[src/rtl/mm_sequencer.sv]
// mm_sequencer -- address and accumulator control for a streamed matrix product.
//
// One run is started from IDLE by start. It then issues NUM_BEATS beats of
// ROM base addresses in ISSUE. Next it waits PIPE_LAT cycles in DRAIN so the
// last operands can reach the accumulator. Finally it pulses done for one
// cycle in DONE and returns to IDLE.
//
// Ports:
//   clock        rising-edge clock
//   reset        asynchronous, active-high reset
//   start        run request, honoured only in IDLE (abort wins if both are high)
//   abort        cancels a run in ISSUE or DRAIN; the block returns to IDLE with no done
//   romA_addr    A-ROM base address, beat*STRIDE mod 2^13 (zero outside ISSUE)
//   romB_addr    B-ROM base address, beat*STRIDE mod 2^6  (zero outside ISSUE)
//   issue_valid  addresses carry a live beat (high for all of ISSUE)
//   acc_clear    accumulator clears this cycle (the IDLE cycle that launches a run)
//   acc_en       accumulator adds this cycle (issue_valid delayed by PIPE_LAT)
//   busy         high in ISSUE and DRAIN
//   done         one-cycle completion pulse
//   cycle_count  busy cycles of the current or last run, saturating at 16'hFFFF
module mm_sequencer #(
    parameter int NUM_BEATS = 256,
    parameter int STRIDE    = 16,
    parameter int PIPE_LAT  = 2
) (
    input  logic        clock,
    input  logic        reset,
    input  logic        start,
    input  logic        abort,
    output logic [12:0] romA_addr,
    output logic [5:0]  romB_addr,
    output logic        issue_valid,
    output logic        acc_clear,
    output logic        acc_en,
    output logic        busy,
    output logic        done,
    output logic [15:0] cycle_count
);

    localparam int BEAT_W  = (NUM_BEATS > 1) ? $clog2(NUM_BEATS) : 1;
    localparam int DRAIN_W = (PIPE_LAT > 1)  ? $clog2(PIPE_LAT)  : 1;
    localparam logic [BEAT_W-1:0]  LAST_BEAT  = BEAT_W'(NUM_BEATS - 1);
    localparam logic [DRAIN_W-1:0] LAST_DRAIN = DRAIN_W'(PIPE_LAT - 1);

    typedef enum logic [1:0] {
        S_IDLE,
        S_ISSUE,
        S_DRAIN,
        S_DONE
    } state_t;

    state_t              state;
    state_t              state_nxt;
    logic [BEAT_W-1:0]   beat;
    logic [DRAIN_W-1:0]  drain_cnt;
    logic [PIPE_LAT-1:0] valid_pipe;
    logic                launch;     // IDLE cycle that starts a run
    logic                kill;       // abort taken in ISSUE or DRAIN
    logic [12:0]         beat_offset;

    // ------------------------------------------------------------------
    // Next-state logic
    // ------------------------------------------------------------------
    // NOTE: every signal written here gets a default first, so no path
    // through the case statement can leave it unassigned and infer a latch.
    always_comb begin
        state_nxt = state;
        launch    = 1'b0;
        kill      = 1'b0;
        case (state)
            S_IDLE: begin
                // abort takes priority over a simultaneous start
                if (start && !abort) begin
                    launch    = 1'b1;
                    state_nxt = S_ISSUE;
                end
            end
            S_ISSUE: begin
                if (abort) begin
                    kill      = 1'b1;
                    state_nxt = S_IDLE;
                end else if (beat == LAST_BEAT) begin
                    state_nxt = S_DRAIN;
                end
            end
            S_DRAIN: begin
                if (abort) begin
                    kill      = 1'b1;
                    state_nxt = S_IDLE;
                end else if (drain_cnt == LAST_DRAIN) begin
                    state_nxt = S_DONE;
                end
            end
            S_DONE:  state_nxt = S_IDLE;
            default: state_nxt = S_IDLE;
        endcase
    end

    // ------------------------------------------------------------------
    // State register
    // ------------------------------------------------------------------
    // NOTE: sequential state uses non-blocking assignments, so every
    // register samples the values from before the edge, whatever the order
    // of the statements.
    always_ff @(posedge clock or posedge reset) begin
        if (reset) begin
            state <= S_IDLE;
        end else begin
            state <= state_nxt;
        end
    end

    // ------------------------------------------------------------------
    // Beat, drain and busy-cycle counters
    // ------------------------------------------------------------------
    always_ff @(posedge clock or posedge reset) begin
        if (reset) begin
            beat        <= '0;
            drain_cnt   <= '0;
            cycle_count <= '0;
        end else begin
            if (launch) begin
                beat <= '0;
            end else if (state == S_ISSUE && !kill) begin
                beat <= beat + BEAT_W'(1);
            end

            // The drain counter restarts at zero every time DRAIN is entered.
            if (state == S_DRAIN) begin
                drain_cnt <= drain_cnt + DRAIN_W'(1);
            end else begin
                drain_cnt <= '0;
            end

            // The count holds in IDLE and DONE. An aborted cycle is not counted.
            if (launch) begin
                cycle_count <= '0;
            end else if (busy && !kill && cycle_count != 16'hFFFF) begin
                cycle_count <= cycle_count + 16'd1;
            end
        end
    end

    // ------------------------------------------------------------------
    // acc_en delay line: issue_valid delayed by the ROM + operand-register
    // latency. On abort it is flushed so that beats already issued are not
    // accumulated.
    // ------------------------------------------------------------------
    always_ff @(posedge clock or posedge reset) begin
        if (reset) begin
            valid_pipe <= '0;
        end else if (kill) begin
            valid_pipe <= '0;
        end else begin
            valid_pipe[0] <= issue_valid;
            for (int i = 1; i < PIPE_LAT; i++) begin
                valid_pipe[i] <= valid_pipe[i-1];
            end
        end
    end

    // ------------------------------------------------------------------
    // Outputs
    // ------------------------------------------------------------------
    // Taking the product in 13 bits already gives the A-bank wrap. The
    // B-bank address is the low 6 bits of the same product.
    assign beat_offset = 13'(beat) * 13'(STRIDE);

    assign issue_valid = (state == S_ISSUE);
    assign busy        = (state == S_ISSUE) || (state == S_DRAIN);
    assign done        = (state == S_DONE);
    assign romA_addr   = issue_valid ? beat_offset      : 13'd0;
    assign romB_addr   = issue_valid ? beat_offset[5:0] : 6'd0;
    // acc_clear depends directly on start, so it is gated here to stay low
    // while reset is held.
    assign acc_clear   = launch && !reset;
    assign acc_en      = valid_pipe[PIPE_LAT-1];

endmodule

[config.mk]
export PLATFORM = sky130hd
export DESIGN_NAME = mm_sequencer
export DESIGN_NICKNAME = d
export VERILOG_FILES = /design/src/rtl/mm_sequencer.sv
export SDC_FILE = /design/constraint.sdc
export NUM_CORES = 1
export LEC_CHECK = 0
export CORE_ASPECT_RATIO = 1.2
export CORE_MARGIN = 2
export CORE_UTILIZATION = 25
export CTS_CLUSTER_DIAMETER = 60
export DETAILED_ROUTE_END_ITERATION = 8
export HOLD_SLACK_MARGIN = 0.1
export PLACE_DENSITY = 0.42
export SLEW_MARGIN = 20
export SYNTH_ARGS = -nofsm -noshare
export SYNTH_HDL_FRONTEND = slang
export SYNTH_SLANG_ARGS = --single-unit
[constraint.sdc]
create_clock -name clock -period 2 [get_ports clock]
set_input_delay 0.3 -clock clock [delete_from_list [all_inputs] [get_ports clock]]
set_output_delay 0.3 -clock clock [all_outputs]
set_load 0.01 [all_outputs]
==> flow_metrics.env, run 1 <==
export IMPL_maxCapViolations=0
export IMPL_cp_max_fo=13
export IMPL_synth_top_cell_by_area="dfrtp_1"
export IMPL_synthCells=189
export IMPL_power_density_nw_per_um2=1057
export IMPL_avgViaCountPerCell=4.665
export IMPL_initial_utilization=0.2585
export IMPL_cp_start_kind="register"
export IMPL_dr_pass1_iters=4
export IMPL_cp_required_ns=1.70
export IMPL_ys_flop_type="dfrtp_1"
export IMPL_run_status="finished clean"
export IMPL_routed_wl_mm=4.388
export IMPL_dpl_cell_area_um2=2235
export IMPL_timing_final_ws_setup_ns=0.1515
export IMPL_hold_class="in -> async"
export IMPL_tightest_slew_ns=0.5573
export IMPL_cts_buffers_inserted=5
export IMPL_finalSetupTns_ns=0
export IMPL_vias=1502
export IMPL_drt_iter0_markers=40
export IMPL_max_freq_ghz=0.5410
export IMPL_coreArea_um2=6854
export IMPL_timing_critical_path_arrival_ns=1.55
export IMPL_grt_antenna_before_repair=0
export IMPL_async_flop_share=1.000
export IMPL_netlist_area_um2=1772
export IMPL_holdWs_ns=0.4208
export IMPL_final_cells=322
export IMPL_clock_sinks=29
export IMPL_reg2reg_depth=6
export IMPL_pin_count=44
export IMPL_antennaDiodeCount=0
export IMPL_final_layout_size_suffix_gt1_frac=0.1404
export IMPL_avgSynthCellArea_um2=9.374
export IMPL_relSlewSlack=0.6256
export IMPL_dieArea_um2=7779
export IMPL_yosysWarnings=0
export IMPL_ys_seq_elements=29
export IMPL_setup_violations=0
export IMPL_multiInputGateArea_um2=914.6
export IMPL_period_share=0.9243
export IMPL_reg2reg_slack_ns=0.16
export IMPL_wl_per_cell_um=13.63
export IMPL_synth_edf_count=0
export IMPL_clock_path_buffers=2
export IMPL_synthTopCellsByArea="dfrtp_1 (41%), ha_1 (4.9%), a21oi_1 (4.8%)"
export IMPL_synth_cell_type_count=40
export IMPL_num_rows=33
export IMPL_synth_top_area_share=0.4096
export IMPL_fill_cells=748
export IMPL_grt_pass1_wl_mm=7.162
export IMPL_final_hold_viol_count=0
export IMPL_cts_tree="yes"
export IMPL_clock_latency_ns=0.28
export IMPL_dp_cells=314
export IMPL_timing_rr_start="state[1]"
export IMPL_fp_dieH_um=96.22
export IMPL_final_common_cell="dfrtp_1"
export IMPL_synth_seq_area_share=0.4096
export IMPL_grt_max_degree=30
export IMPL_min_period_ns=1.849
export IMPL_die_width_um=80.85
export IMPL_routabilityCongestion=0.7762
export IMPL_pre_cts_ws_ns=0.02440
export IMPL_skew_ns=0.008953
export IMPL_clk_pin_slew_worst_paths_ns=0.08
export IMPL_seqCellArea_um2=725.7
export IMPL_grt_overflow_total=0
export IMPL_vdd_drop_max_v=0.0004234
export IMPL_critPathCaptureType="output port"
export IMPL_route_detailed_drc=0
export IMPL_grt_pass1_vias=1480
export IMPL_h_tree_depth=2
export IMPL_cts_root_buffer_cell="clkbuf_8"
export IMPL_nets=245
export IMPL_critical_path_class="reg -> out"
export IMPL_utilization=0.3432
export IMPL_track_usage=0.1221
export IMPL_rsz0062_at_grt="false"
export IMPL_drtAntennaViolNets=0
export IMPL_hold_buffers=0
export IMPL_dpl_hpwl_mm=3.121
export IMPL_p_total_mw=2.486
export IMPL_p_leak_nw=1.042
export IMPL_r2r_end="cycle_count[13]"
export IMPL_drv_slew=0
export IMPL_numPortBuffers=34
export IMPL_final_cell_mix="dfrtp_1 (29), clkdlybuf4s50_1 (21), a21oi_1 (17)"
export IMPL_area_growth_synth_to_final_pct=32.77
export IMPL_design_area_um2=2352
-- metal layers --
metal | track usage | wire [µm] | up-vias
met2 | 0.2176 | 2293 | 31
li1 | - | - | 751
met1 | 0.1383 | 1793 | 715
met3 | 0.03752 | 245 | 5
met5 | 0 | 0 | -
met4 | 0.03814 | 57 | 0
-- cells by family after synthesis --
family                   count (synthesis)  synth area share
AND/OR/NAND/NOR                         75            0.2493
AO/OA/AOI/OAI                           42            0.1441
flip-flops                              29            0.4096
buffers and inverters                   26           0.09957
adder cells (fa/ha/maj)                  7           0.04943
XOR/XNOR                                 7           0.03461
multiplexers                             2           0.01130
other                                    1          0.002117
-- flip-flops by register name, summed over array words and instances, names as in the netlist --
signal / cells
cycle_count: 16
beat: 8
state: 2
valid_pipe: 2
drain_cnt: 1
-- synth_stat cells, drive strengths merged, types with 2 or more instances --
library cell	number
dfrtp	29
a21oi	17
buf	17
nand2	13
nor2	10
o21ai	10
and2	9
nand3	9
inv	8
ha	7
nand4	7
or3	7
o31ai	6
xnor2	6
or4	5
and3	4
and4	4
nor3	3
o311ai	3
mux2i	2
-- where the power goes --
group	switching (mW)	internal [mW]	leakage (nW)	total (mW)
sequential	0.0840	0.691	0.393	0.775
clock	0.249	0.373	0.0543	0.622
combinational	0.526	0.563	0.594	1.09
total	0.859	1.63	1.04	2.49
-- what timing repair did --
| action | 4_1_cts | 5_1_grt |
|---|---|---|
| endpoints found under the hold margin | 0 | 0 |
| setup endpoints to repair | 13 | 1 |
| gates resized for setup | 16 | 1 |
| setup buffers | 0 | 0 |
-- worst max-delay path by stage --
| stage | to | slack, ns | startpoint | depth (start not counted) |
|---|---|---|---|---|
| finish | romA_addr[5] | 0.15 | state[0] | 5 |
| CTS | issue_valid | 0.02 | state[1] | 4 |
| global placement | cycle_count[13] | 0.04 | abort | 5 |
| global route | state[1] | 0.02 | beat[1] | 5 |
| detailed placement | cycle_count[13] | 0.02 | abort | 5 |
| floorplan | cycle_count[14] | 0.12 | state[0] | 6 |
-- critical path: stages (launching register included) --
cell and delay, ns:
dfrtp_1 0.39, buf_4 0.14, ha_2 0.19, buf_12 0.13
and2_1 0.13, dlygate4sd2_1 0.28
-- area by class of cell --
| class | instances | share of cell area |
|---|---|---|
| Timing Repair Buffer | 48 | 0.1947 |
| Multi-Input combinational cell | 142 | 0.3888 |
| Sequential cell | 29 | 0.3085 |
| Tap cell | 87 | 0.04628 |
| Clock buffer | 5 | 0.02926 |
| Clock inverter | 3 | 0.01968 |
| Inverter | 8 | 0.01277 |
Note: power is estimated with default switching activity, not from simulation.
==> run 2, diff against run 1 <==
TNS_END_PERCENT = 50   (was not set)
==> run 2 against run 1 <==
Against the previous run:
- combinational power about the same
- sequential power about the same
- die area unchanged
- via count unchanged
- critical path depth unchanged
- critical endpoint unchanged
- flip-flop and latch count unchanged
- largest power group unchanged
- final cell count unchanged
- global-route usage about the same
- register-to-register slack about the same
- sequential share of layout area about the same
- non-clock buffer count unchanged
- cell area increased by 0.16%
==> flow_metrics.env, run 2 (synthesis results as in run 1) <==
export IMPL_cts_buffers_inserted=5
export IMPL_num_rows=33
export IMPL_area_growth_synth_to_final_pct=32.98
export IMPL_nets=245
export IMPL_largest_reg_flops=16
export IMPL_dpl_cell_area_um2=2235
export IMPL_power_share_clock=0.249
export IMPL_p_int_mw=1.635
export IMPL_skew_ns=0.008994
export IMPL_dpl_hpwl_mm=3.121
export IMPL_tightest_slew_ns=0.5573
export IMPL_fp_dieH_um=96.22
export IMPL_critPathCaptureType="output port"
export IMPL_min_period_ns=1.849
export IMPL_route_detailed_drc=0
export IMPL_crit_buf_inv=3
export IMPL_period_share=0.9243
export IMPL_p_total_mw=2.495
export IMPL_final_hold_viol_count=0
export IMPL_cts_setup_buffers=0
export IMPL_die_width_um=80.85
export IMPL_antennaDiodeCount=0
export IMPL_run_status="finished clean"
export IMPL_holdWs_ns=0.4206
export IMPL_startpoint="state[0]"
export IMPL_max_freq_ghz=0.5410
export IMPL_routabilityCongestion=0.7762
export IMPL_pwr_share_comb=0.440
export IMPL_reg_top3="cycle_count (16), beat (8)"
export IMPL_final_cell_mix="dfrtp_1 (29), clkdlybuf4s50_1 (21), a21oi_1 (17)"
export IMPL_timing_rr_start="state[1]"
export IMPL_avgViaCountPerCell=4.665
export IMPL_drv_slew=0
export IMPL_pin_count=44
export IMPL_critical_path_class="reg -> out"
export IMPL_cpLargestDelayFamily="buffers and inverters"
export IMPL_track_usage=0.1217
export IMPL_numPortBuffers=34
export IMPL_pwr_share_seq=0.311
export IMPL_cts_resized=14
export IMPL_h_tree_depth=2
export IMPL_p_sw_mw=0.8601
export IMPL_vdd_drop_max_v=0.0004382
export IMPL_wl_per_cell_um=13.62
export IMPL_timing_critical_path_arrival_ns=1.55
export IMPL_grt_antenna_before_repair=0
export IMPL_grt_max_degree=30
export IMPL_cp_max_fo=13
export IMPL_dr_pass1_iters=4
export IMPL_hold_buffers=0
export IMPL_routed_wl_mm=4.387
export IMPL_dieArea_um2=7779
export IMPL_swShare=0.3447
export IMPL_vias=1502
export IMPL_power_density_nw_per_um2=1059
export IMPL_crit_chain="buf_4, ha_2, buf_12, and2_1, dlygate4sd2_1"
export IMPL_timing_final_ws_setup_ns=0.1515
export IMPL_maxCapViolations=0
export IMPL_slowest_delay_ns=0.39
export IMPL_clock_latency_ns=0.28
export IMPL_regMostFlops="cycle_count"
export IMPL_clock_path_buffers=2
export IMPL_final_common_cell="dfrtp_1"
export IMPL_drtAntennaViolNets=0
export IMPL_cp_start_kind="register"
export IMPL_hold_class="in -> async"
export IMPL_cts_root_buffer_cell="clkbuf_8"
export IMPL_cts_tree="yes"
export IMPL_cp_required_ns=1.70
export IMPL_worst_path_max_delay_cell="dfrtp_1"
export IMPL_relSlewSlack=0.6256
export IMPL_grt_pass1_wl_mm=7.134
export IMPL_pre_cts_ws_ns=0.02440
export IMPL_design_area_um2=2356
export IMPL_initial_utilization=0.2585
export IMPL_clock_sinks=29
export IMPL_rsz0062_at_grt="false"
export IMPL_drt_iter0_markers=40
export IMPL_grt_pass1_vias=1474
export IMPL_coreArea_um2=6854
export IMPL_grt_overflow_total=0
export IMPL_clk_pin_slew_worst_paths_ns=0.08
export IMPL_final_layout_size_suffix_gt1_frac=0.1404
export IMPL_p_leak_nw=1.050
export IMPL_utilization=0.3437
export IMPL_setup_violations=0
## run 2: changes by cell type in the layout (fill, tap and decap cells not counted)
| cell | previous run | this run |
|---|---|---|
| dlygate4sd2_1 | 12 | 11 |
| dlymetal6s2s_1 | 1 | 2 |
## run 2: path summary, 6_finish.rpt
kind	end	slack, ns	cells past startpoint
max	romA_addr[5]	0.15	5
min	beat[4]	0.42	3
max reg2reg	cycle_count[13]	0.16	6
min reg2reg	drain_cnt	0.42	1
max in group asynchronous	cycle_count[6]	1.28	3
min in group clock	drain_cnt	0.42	1
## run 2: area by class of cell
type / instances / area, µm²
clock buffers: 5 / 68.82
multi-input cells: 142 / 914.6
fillers: 748 / 4498
well taps: 87 / 108.9
repair buffers: 48 / 461.7
inverters: 8 / 30.03
flip-flops and latches: 29 / 725.7
clock inverters: 3 / 46.29
## run 2: worst min-delay path, stage by stage
cell	delay, ns
clkdlybuf4s50_1	0.42
inv_1	0.06
buf_4	0.35
## run 2: metrics by stage
step                setup TNS [ns]  cells
floorplan                        0    197
CTS                       -0.07463    322
detailed placement               0    314
global route                     0    322
global placement                 0    314
finish                           0    322
## run 2: layer usage
metal,wire length [µm],vias to the layer above,global-route usage,share of wire
met5,0,-,0,0
met4,57,0,0.03814,0.013
met3,243,5,0.03752,0.055
met2,2292,31,0.2169,0.52
met1,1794,715,0.1377,0.41
li1,-,751,-,-
## run 2: power groups by stage
stage | Sequential (mW) | Combinational [mW] | Clock (mW)
6_report | 0.775 | 1.10 | 0.622
5_1_grt | 0.794 | 1.22 | 0.678
4_1_cts | 0.777 | 1.10 | 0.647
3_5_place_dp | 0.784 | 1.12 | 0
3_3_place_gp | 0.784 | 1.12 | 0
2_1_floorplan | 0.793 | 0.556 | 0
==> run 3, diff against run 2 <==
ABC_CLOCK_PERIOD_IN_PS = 2000   (was not set)
==> results of run 3 <==
No change in the layout: final DEF, timing and power equal those of run 2.
